==> config.mk <==
export PLATFORM = sky130hd
export DESIGN_NAME = uart_word_tx_ctrl_flat
export DESIGN_NICKNAME = d
export VERILOG_FILES = /design/src/rtl/uart_word_tx_ctrl_pkg.sv /design/src/rtl/uart_word_tx_ctrl_if.sv /design/src/rtl/uart_word_tx_ctrl.sv /design/src/flat_wrapper.sv
export SDC_FILE = /design/constraint.sdc
export NUM_CORES = 1
export LEC_CHECK = 0
export BUFFER_PORTS_ARGS = -buffer_cell sky130_fd_sc_hd__buf_2
export CAP_MARGIN = 10
export CORE_MARGIN = 2
export CORE_UTILIZATION = 27
export CTS_CLUSTER_DIAMETER = 200
export DETAILED_ROUTE_END_ITERATION = 10
export PLACE_DENSITY_LB_ADDON = 0.15
export SYNTH_ARGS = -nofsm -noshare
export SYNTH_HDL_FRONTEND = slang
export SYNTH_SLANG_ARGS = --single-unit
==> constraint.sdc <==
create_clock -name clk -period 1.3 [get_ports clk]
set_input_delay 0.065 -clock clk [delete_from_list [all_inputs] [get_ports clk]]
set_output_delay 0.065 -clock clk [all_outputs]
set_load 0.02 [all_outputs]
==> src/rtl/uart_word_tx_ctrl_pkg.sv <==
`default_nettype none
// ============================================================================
// Module      : uart_tx_pkg
// Description : Shared types, constants and byte-selection helper for the
//               word-to-byte UART transmit controller.
//               Contents:
//                 UART_BYTE_W     - width of one UART payload byte
//                 MAX_WORD_W      - widest word the helper can slice
//                 tx_ctrl_state_t - controller FSM states (also the state_id
//                                   debug encoding)
//                 byte_sel()      - picks one byte of a word, either order
// Revision    : 1.0 - initial release
// ============================================================================
package uart_tx_pkg;

  localparam int UART_BYTE_W = 8;
  localparam int MAX_WORD_W  = 64;

  typedef enum logic [2:0] {
    IDLE      = 3'd0,
    LOAD      = 3'd1,
    SEND      = 3'd2,
    WAIT_ACK  = 3'd3,
    WAIT_DONE = 3'd4,
    FINISH    = 3'd5
  } tx_ctrl_state_t;

  // Returns byte number idx of word in transmit order. With msb_first set,
  // transmit slot 0 maps to the most-significant populated byte, which is why
  // the populated byte count is needed.
  function automatic logic [UART_BYTE_W-1:0] byte_sel(
    input logic [MAX_WORD_W-1:0] word,
    input int unsigned           idx,
    input bit                    msb_first,
    input int unsigned           num_bytes = MAX_WORD_W / UART_BYTE_W
  );
    int unsigned           pos;
    logic [MAX_WORD_W-1:0] shifted;
    pos     = msb_first ? (num_bytes - 1 - idx) : idx;
    shifted = word >> (UART_BYTE_W * pos);
    return shifted[UART_BYTE_W-1:0];
  endfunction

endpackage
`default_nettype wire

==> src/rtl/uart_word_tx_ctrl_if.sv <==
`default_nettype none
// ============================================================================
// Module      : uart_word_tx_ctrl_if
// Description : Bundles the producer trigger/data, the UART core handshake and
//               the status outputs of uart_word_tx_ctrl.
//               Signals:
//                 trigger   producer -> ctrl  start request
//                 raw_data  producer -> ctrl  word to send (DATA_W bits)
//                 tx_busy   UART     -> ctrl  UART core busy flag
//                 tx_start  ctrl -> UART      one-cycle load pulse
//                 tx_data   ctrl -> UART      byte to transmit
//                 busy      ctrl -> producer  transfer in progress
//                 done      ctrl -> producer  one-cycle completion pulse
//                 state_id  ctrl -> debug     current FSM encoding
//               Modports: slave = controller, master = its environment.
// Revision    : 1.0 - initial release
// ============================================================================
interface uart_word_tx_ctrl_if #(
  parameter int DATA_W = 16
);
  import uart_tx_pkg::*;

  logic                   trigger;
  logic [DATA_W-1:0]      raw_data;
  logic                   tx_busy;
  logic                   tx_start;
  logic [UART_BYTE_W-1:0] tx_data;
  logic                   busy;
  logic                   done;
  logic [2:0]             state_id;

  modport master (
    output trigger, raw_data, tx_busy,
    input  tx_start, tx_data, busy, done, state_id
  );

  modport slave (
    input  trigger, raw_data, tx_busy,
    output tx_start, tx_data, busy, done, state_id
  );

endinterface
`default_nettype wire

==> src/rtl/uart_word_tx_ctrl.sv <==
`default_nettype none
// ============================================================================
// Module      : uart_word_tx_ctrl
// Description : Serialises one DATA_W-bit word into DATA_W/8 bytes for a
//               byte-wide UART transmitter, one LOAD/SEND/WAIT_ACK/WAIT_DONE
//               round per byte, then a one-cycle done pulse.
//               Ports:
//                 clk      - system clock, posedge
//                 reset_n  - synchronous active-low reset
//                 bus      - uart_word_tx_ctrl_if.slave (trigger, raw_data,
//                            tx_busy in; tx_start, tx_data, busy, done,
//                            state_id out)
//               Parameters: DATA_W (8..64, multiple of 8), MSB_FIRST,
//                           ACK_TO (1..15 cycles to wait for tx_busy).
//               Build option: define UART_WORD_TX_CHECKSUM_EN to append one
//               XOR-of-all-data-bytes checksum byte after the data bytes.
// Revision    : 1.0 - initial release
// ============================================================================
module uart_word_tx_ctrl #(
  parameter int DATA_W    = 16,
  parameter bit MSB_FIRST = 1'b0,
  parameter int ACK_TO    = 4
) (
  input  logic                clk,
  input  logic                reset_n,
  uart_word_tx_ctrl_if.slave  bus
);
  import uart_tx_pkg::*;

  localparam int NUM_BYTES = DATA_W / UART_BYTE_W;
`ifdef UART_WORD_TX_CHECKSUM_EN
  // The checksum rides in an extra slot after the data bytes.
  localparam int LAST_IDX  = NUM_BYTES;
`else
  localparam int LAST_IDX  = NUM_BYTES - 1;
`endif
  localparam int IDX_W     = (LAST_IDX < 2) ? 1 : $clog2(LAST_IDX + 1);
  localparam logic [IDX_W-1:0] LAST_IDX_V = IDX_W'(LAST_IDX);
  localparam logic [3:0]       ACK_TO_V   = 4'(ACK_TO);

  tx_ctrl_state_t         state_q,    state_d;
  logic [DATA_W-1:0]      shadow_q,   shadow_d;
  logic [IDX_W-1:0]       idx_q,      idx_d;
  logic [3:0]             cnt_q,      cnt_d;
  logic [UART_BYTE_W-1:0] tx_data_q,  tx_data_d;
  logic                   tx_start_q, tx_start_d;
  logic                   done_q,     done_d;

  logic [UART_BYTE_W-1:0] sel_byte;

`ifdef UART_WORD_TX_CHECKSUM_EN
  logic [UART_BYTE_W-1:0] chk_byte;

  always_comb begin
    chk_byte = '0;
    for (int i = 0; i < NUM_BYTES; i++) begin
      chk_byte = chk_byte ^ shadow_q[i*UART_BYTE_W +: UART_BYTE_W];
    end
  end

  always_comb begin
    if (idx_q == LAST_IDX_V) begin
      sel_byte = chk_byte;
    end else begin
      sel_byte = byte_sel(64'(shadow_q), 32'(idx_q), MSB_FIRST, NUM_BYTES);
    end
  end
`else
  assign sel_byte = byte_sel(64'(shadow_q), 32'(idx_q), MSB_FIRST, NUM_BYTES);
`endif

  always_comb begin
    state_d   = state_q;
    shadow_d  = shadow_q;
    idx_d     = idx_q;
    cnt_d     = cnt_q;
    tx_data_d = tx_data_q;

    case (state_q)
      IDLE: begin
        if (bus.trigger) begin
          shadow_d = bus.raw_data;
          idx_d    = '0;
          state_d  = LOAD;
        end
      end
      LOAD: begin
        tx_data_d = sel_byte;
        state_d   = SEND;
      end
      SEND: begin
        cnt_d   = '0;
        state_d = WAIT_ACK;
      end
      WAIT_ACK: begin
        // A UART whose busy flag never shows up must not stall us: after
        // ACK_TO cycles the byte is assumed to be on its way.
        cnt_d = cnt_q + 4'd1;
        if (bus.tx_busy || (cnt_d == ACK_TO_V)) begin
          state_d = WAIT_DONE;
        end
      end
      WAIT_DONE: begin
        if (!bus.tx_busy) begin
          if (idx_q == LAST_IDX_V) begin
            state_d = FINISH;
          end else begin
            idx_d   = idx_q + 1'b1;
            state_d = LOAD;
          end
        end
      end
      FINISH: begin
        state_d = IDLE;
      end
      default: begin
        state_d = IDLE;
      end
    endcase

    // Registered pulses: high exactly while the FSM sits in SEND / FINISH.
    tx_start_d = (state_d == SEND);
    done_d     = (state_d == FINISH);
  end

  always_ff @(posedge clk) begin
    if (!reset_n) begin
      state_q    <= IDLE;
      shadow_q   <= '0;
      idx_q      <= '0;
      cnt_q      <= '0;
      tx_data_q  <= '0;
      tx_start_q <= 1'b0;
      done_q     <= 1'b0;
    end else begin
      state_q    <= state_d;
      shadow_q   <= shadow_d;
      idx_q      <= idx_d;
      cnt_q      <= cnt_d;
      tx_data_q  <= tx_data_d;
      tx_start_q <= tx_start_d;
      done_q     <= done_d;
    end
  end

  assign bus.tx_start = tx_start_q;
  assign bus.tx_data  = tx_data_q;
  assign bus.busy     = (state_q != IDLE);
  assign bus.done     = done_q;
  assign bus.state_id = state_q;

endmodule
`default_nettype wire

==> src/flat_wrapper.sv <==
// flat-port wrapper written by rule: the top's interface ports become plain ports
module uart_word_tx_ctrl_flat import uart_tx_pkg::*;
#(
  parameter int DATA_W    = 16,
  parameter bit MSB_FIRST = 1'b0,
  parameter int ACK_TO    = 4
)
  (clk, reset_n, bus_trigger, bus_raw_data, bus_tx_busy, bus_tx_start, bus_tx_data, bus_busy, bus_done, bus_state_id);
  uart_word_tx_ctrl_if #(.DATA_W(DATA_W)) bus_i ();
  input  logic clk;
  input  logic reset_n;
  input wire logic [$bits(bus_i.trigger)-1:0] bus_trigger;
  input wire logic [$bits(bus_i.raw_data)-1:0] bus_raw_data;
  input wire logic [$bits(bus_i.tx_busy)-1:0] bus_tx_busy;
  output wire logic [$bits(bus_i.tx_start)-1:0] bus_tx_start;
  output wire logic [$bits(bus_i.tx_data)-1:0] bus_tx_data;
  output wire logic [$bits(bus_i.busy)-1:0] bus_busy;
  output wire logic [$bits(bus_i.done)-1:0] bus_done;
  output wire logic [$bits(bus_i.state_id)-1:0] bus_state_id;
  assign bus_i.trigger = bus_trigger;
  assign bus_i.raw_data = bus_raw_data;
  assign bus_i.tx_busy = bus_tx_busy;
  assign bus_tx_start = bus_i.tx_start;
  assign bus_tx_data = bus_i.tx_data;
  assign bus_busy = bus_i.busy;
  assign bus_done = bus_i.done;
  assign bus_state_id = bus_i.state_id;
  uart_word_tx_ctrl #(.DATA_W(DATA_W), .MSB_FIRST(MSB_FIRST), .ACK_TO(ACK_TO)) u_core (.clk(clk), .reset_n(reset_n), .bus(bus_i));
endmodule
==> metrics.yaml <==
antenna_found_initial: 0
die_x_um: 76.43
fin_crit_ns: 1.345
critPathLaunchType: "flip-flop"
stdcell_count: 285
placed_cells: 262
grtUsageTotal: 0.1167
drtPass1Iterations: 4
ys.warnings.count: 0
clk_pin_slew_ns: 0.07
p_per_area_nw_per_um2: 1278
initial_utilization: 0.2791
dp_hpwl_um: 2297
hold_class: "in2reg"
root_buffer: "clkbuf_8"
fin_skew_ns: 0.007846
finalCritPeriodShare: 1.035
nets: 236
max_slew.worst_pin.slew_ns: 0.4609
critPathCaptureType: "output port"
final_cell_mix: "buf_2, dfxtp_1, nand2_1, buf_4, nor2_1"
postSynthRegisterBits: 34
cts_tree: "built"
synth_area_um2: 1416
leakage_nw: 0.8682
synth.distinct_cells: 35
insertedDiodeCount: 0
clock_path_buffers: 2
synth_nets: 179
seqCellArea_um2: 689.4
port_buffers: 33
cts_made_buffers: 5
rsz0062_at_grt: "yes"
cts.sinks: 34
h-tree-depth: 2
core_area_um2: 5075
grt_pass1_wl_um: 5292
drt-total-wl_um: 3483
timing.max_cap.violations: 0
ys_seq_area_frac: 0.4806
die-area_um2: 5841
avgRoutedWirePerCell_um: 12.22
power_mw: 2.753
crit_required_ns: 1.24
finalSetupViolations: 9
peakVddDrop_uv: 408.8
worstPathMaxFanout: 7
fillers: 530
hold_viol: 0
drtAntennaViolNets: 0
violations: "negative setup slack"
via_count: 1258
grt_max_degree: 18
crit_arrival_ns: 1.28
gp_congestion: 0.6614
syn_avg_cell_area_um2: 8.964
fmax_ghz: 0.7434
slew_violations: 0
grt_overflow: 0
crit_type: "reg2out"
setup_slack_ns: -0.04521
grt_pass1_vias: 1118
multi_input_area_um2: 757.0
drc: 0
drive_gt1_frac: 0.4279
drtIter0Drc: 48
routed_via_density: 4.414
area_growth_pct: 52.12
clock_latency_ns: 0.29
max_slew_margin: 0.6924
syn-instance-count: 158
chipHeight_um: 76.43
placementRows: 26
outcome: "finished with violations"
pin_count: 34
-- timing repair --
| action | 4_1_cts | 5_1_grt |
|---|---|---|
| pin swaps | 1 | 15 |
| gates resized for setup | 4 | 31 |
| endpoints found under the setup margin | 10 | 30 |
| hold buffers | 1 | 4 |
| cloned | 0 | 2 |
| endpoints found under the hold margin | 1 | 4 |
| setup buffers | 2 | 7 |
-- layer usage --
layer  global-route usage  part of all wire  vias to the layer above
li1                     -                 -                      656
met1               0.1476              0.48                      575
met2               0.1690              0.46                       20
met3              0.05213             0.045                        7
met4              0.05455             0.017                        0
met5                    0                 0                        -
-- final timing paths --
kind                            cells past startpoint  slack, ns                 end                   start
worst min-delay path                                3       0.01  u_core.shadow_q[3]         bus_raw_data[3]
worst min register to register                      2       0.46  u_core.shadow_q[7]      u_core.shadow_q[7]
worst max register to register                      4      -0.03  u_core.shadow_q[6]  u_core.bus.state_id[2]
worst max-delay path                                3      -0.05            bus_busy  u_core.bus.state_id[2]
-- worst max-delay path, stage by stage (launching register included) --
cell and delay, ns:
dfxtp_4 0.35, buf_12 0.13, or3_4 0.38, buf_6 0.14
-- area by class of cell --
cell class              instances  share of cell area
clock buffers                   6             0.03833
repair buffers                 61              0.2340
clock inverters                 1             0.01394
well taps                      70             0.04065
multi-input cells             112              0.3513
flip-flops and latches         34              0.3200
inverters                       1            0.001742
-- metrics by stage --
| stage | worst slack [ns] | area (um^2) | hold WS (ns) | setup TNS, ns | util |
|---|---|---|---|---|---|
| after global placement | 0.008369 | 1747 | 0.3101 | 0 | 0.3442 |
| after floorplan | -0.08223 | 1434 | 0.1826 | -0.8265 | - |
| after global routing | -0.08133 | 2155 | 0.009319 | -0.8452 | 0.4246 |
| after CTS | -0.06729 | 1899 | 0.007084 | -0.07040 | 0.3743 |
| after detailed placement | -0.003228 | 1747 | 0.3137 | -0.008115 | 0.3442 |
| final | -0.04521 | 2155 | 0.009950 | -0.1446 | 0.4246 |
-- Yosys cell counts, drive strengths merged --
library cell,number,area [um^2]
mux2,1,11.26
or4b,1,10.01
nand3b,1,7.510
o211a,1,10.01
nor2,12,45.04
nand3,3,15.01
nand2,34,127.6
nor2b,2,12.51
clkbuf,3,11.26
and2b,1,7.510
or3,2,12.51
nor4,1,6.260
inv,1,3.750
a21oi,19,95.09
mux2i,8,80.08
nor3,3,15.01
o21ai,2,10.01
o21a,1,7.510
or3b,2,17.52
and2,1,6.260
nand2b,1,6.260
nor3b,2,26.28
nor4b,1,23.77
a211oi,8,65.06
o2111ai,1,8.760
ha,1,12.51
a31oi,1,6.260
o21bai,1,7.510
dfxtp,34,680.7
buf,8,60.05
o31ai,1,7.510
-- where the power goes --
part / total [mW] / internal [mW] / switching [mW] / leakage (nW)
registers: 1.16 / 1.12 / 0.0388 / 0.280
logic: 0.614 / 0.309 / 0.305 / 0.531
clock network: 0.981 / 0.613 / 0.368 / 0.0573
total: 2.75 / 2.04 / 0.712 / 0.868
-- flip-flops by register name, indices dropped and copies added, names as in the netlist --
name	flops
u_core.cnt_q	4
u_core.bus.state_id	3
u_core.bus.done	1
u_core.bus.tx_data	8
u_core.shadow_q	16
u_core.idx_q	1
u_core.bus.tx_start	1
-- cells by family (layout without fill, tap and decap cells) --
group                      after synthesis  after routing  synth area share
adders and majority gates                1              1          0.008833
AOI/OAI and AO/OA                       35             35            0.1537
muxes                                    9              9           0.06449
buffers and inverters                   12             69           0.05300
DFF                                     34             34            0.4806
and+or+nand+nor                         67             67            0.2394
Note: power is estimated with default switching activity, not from simulation.
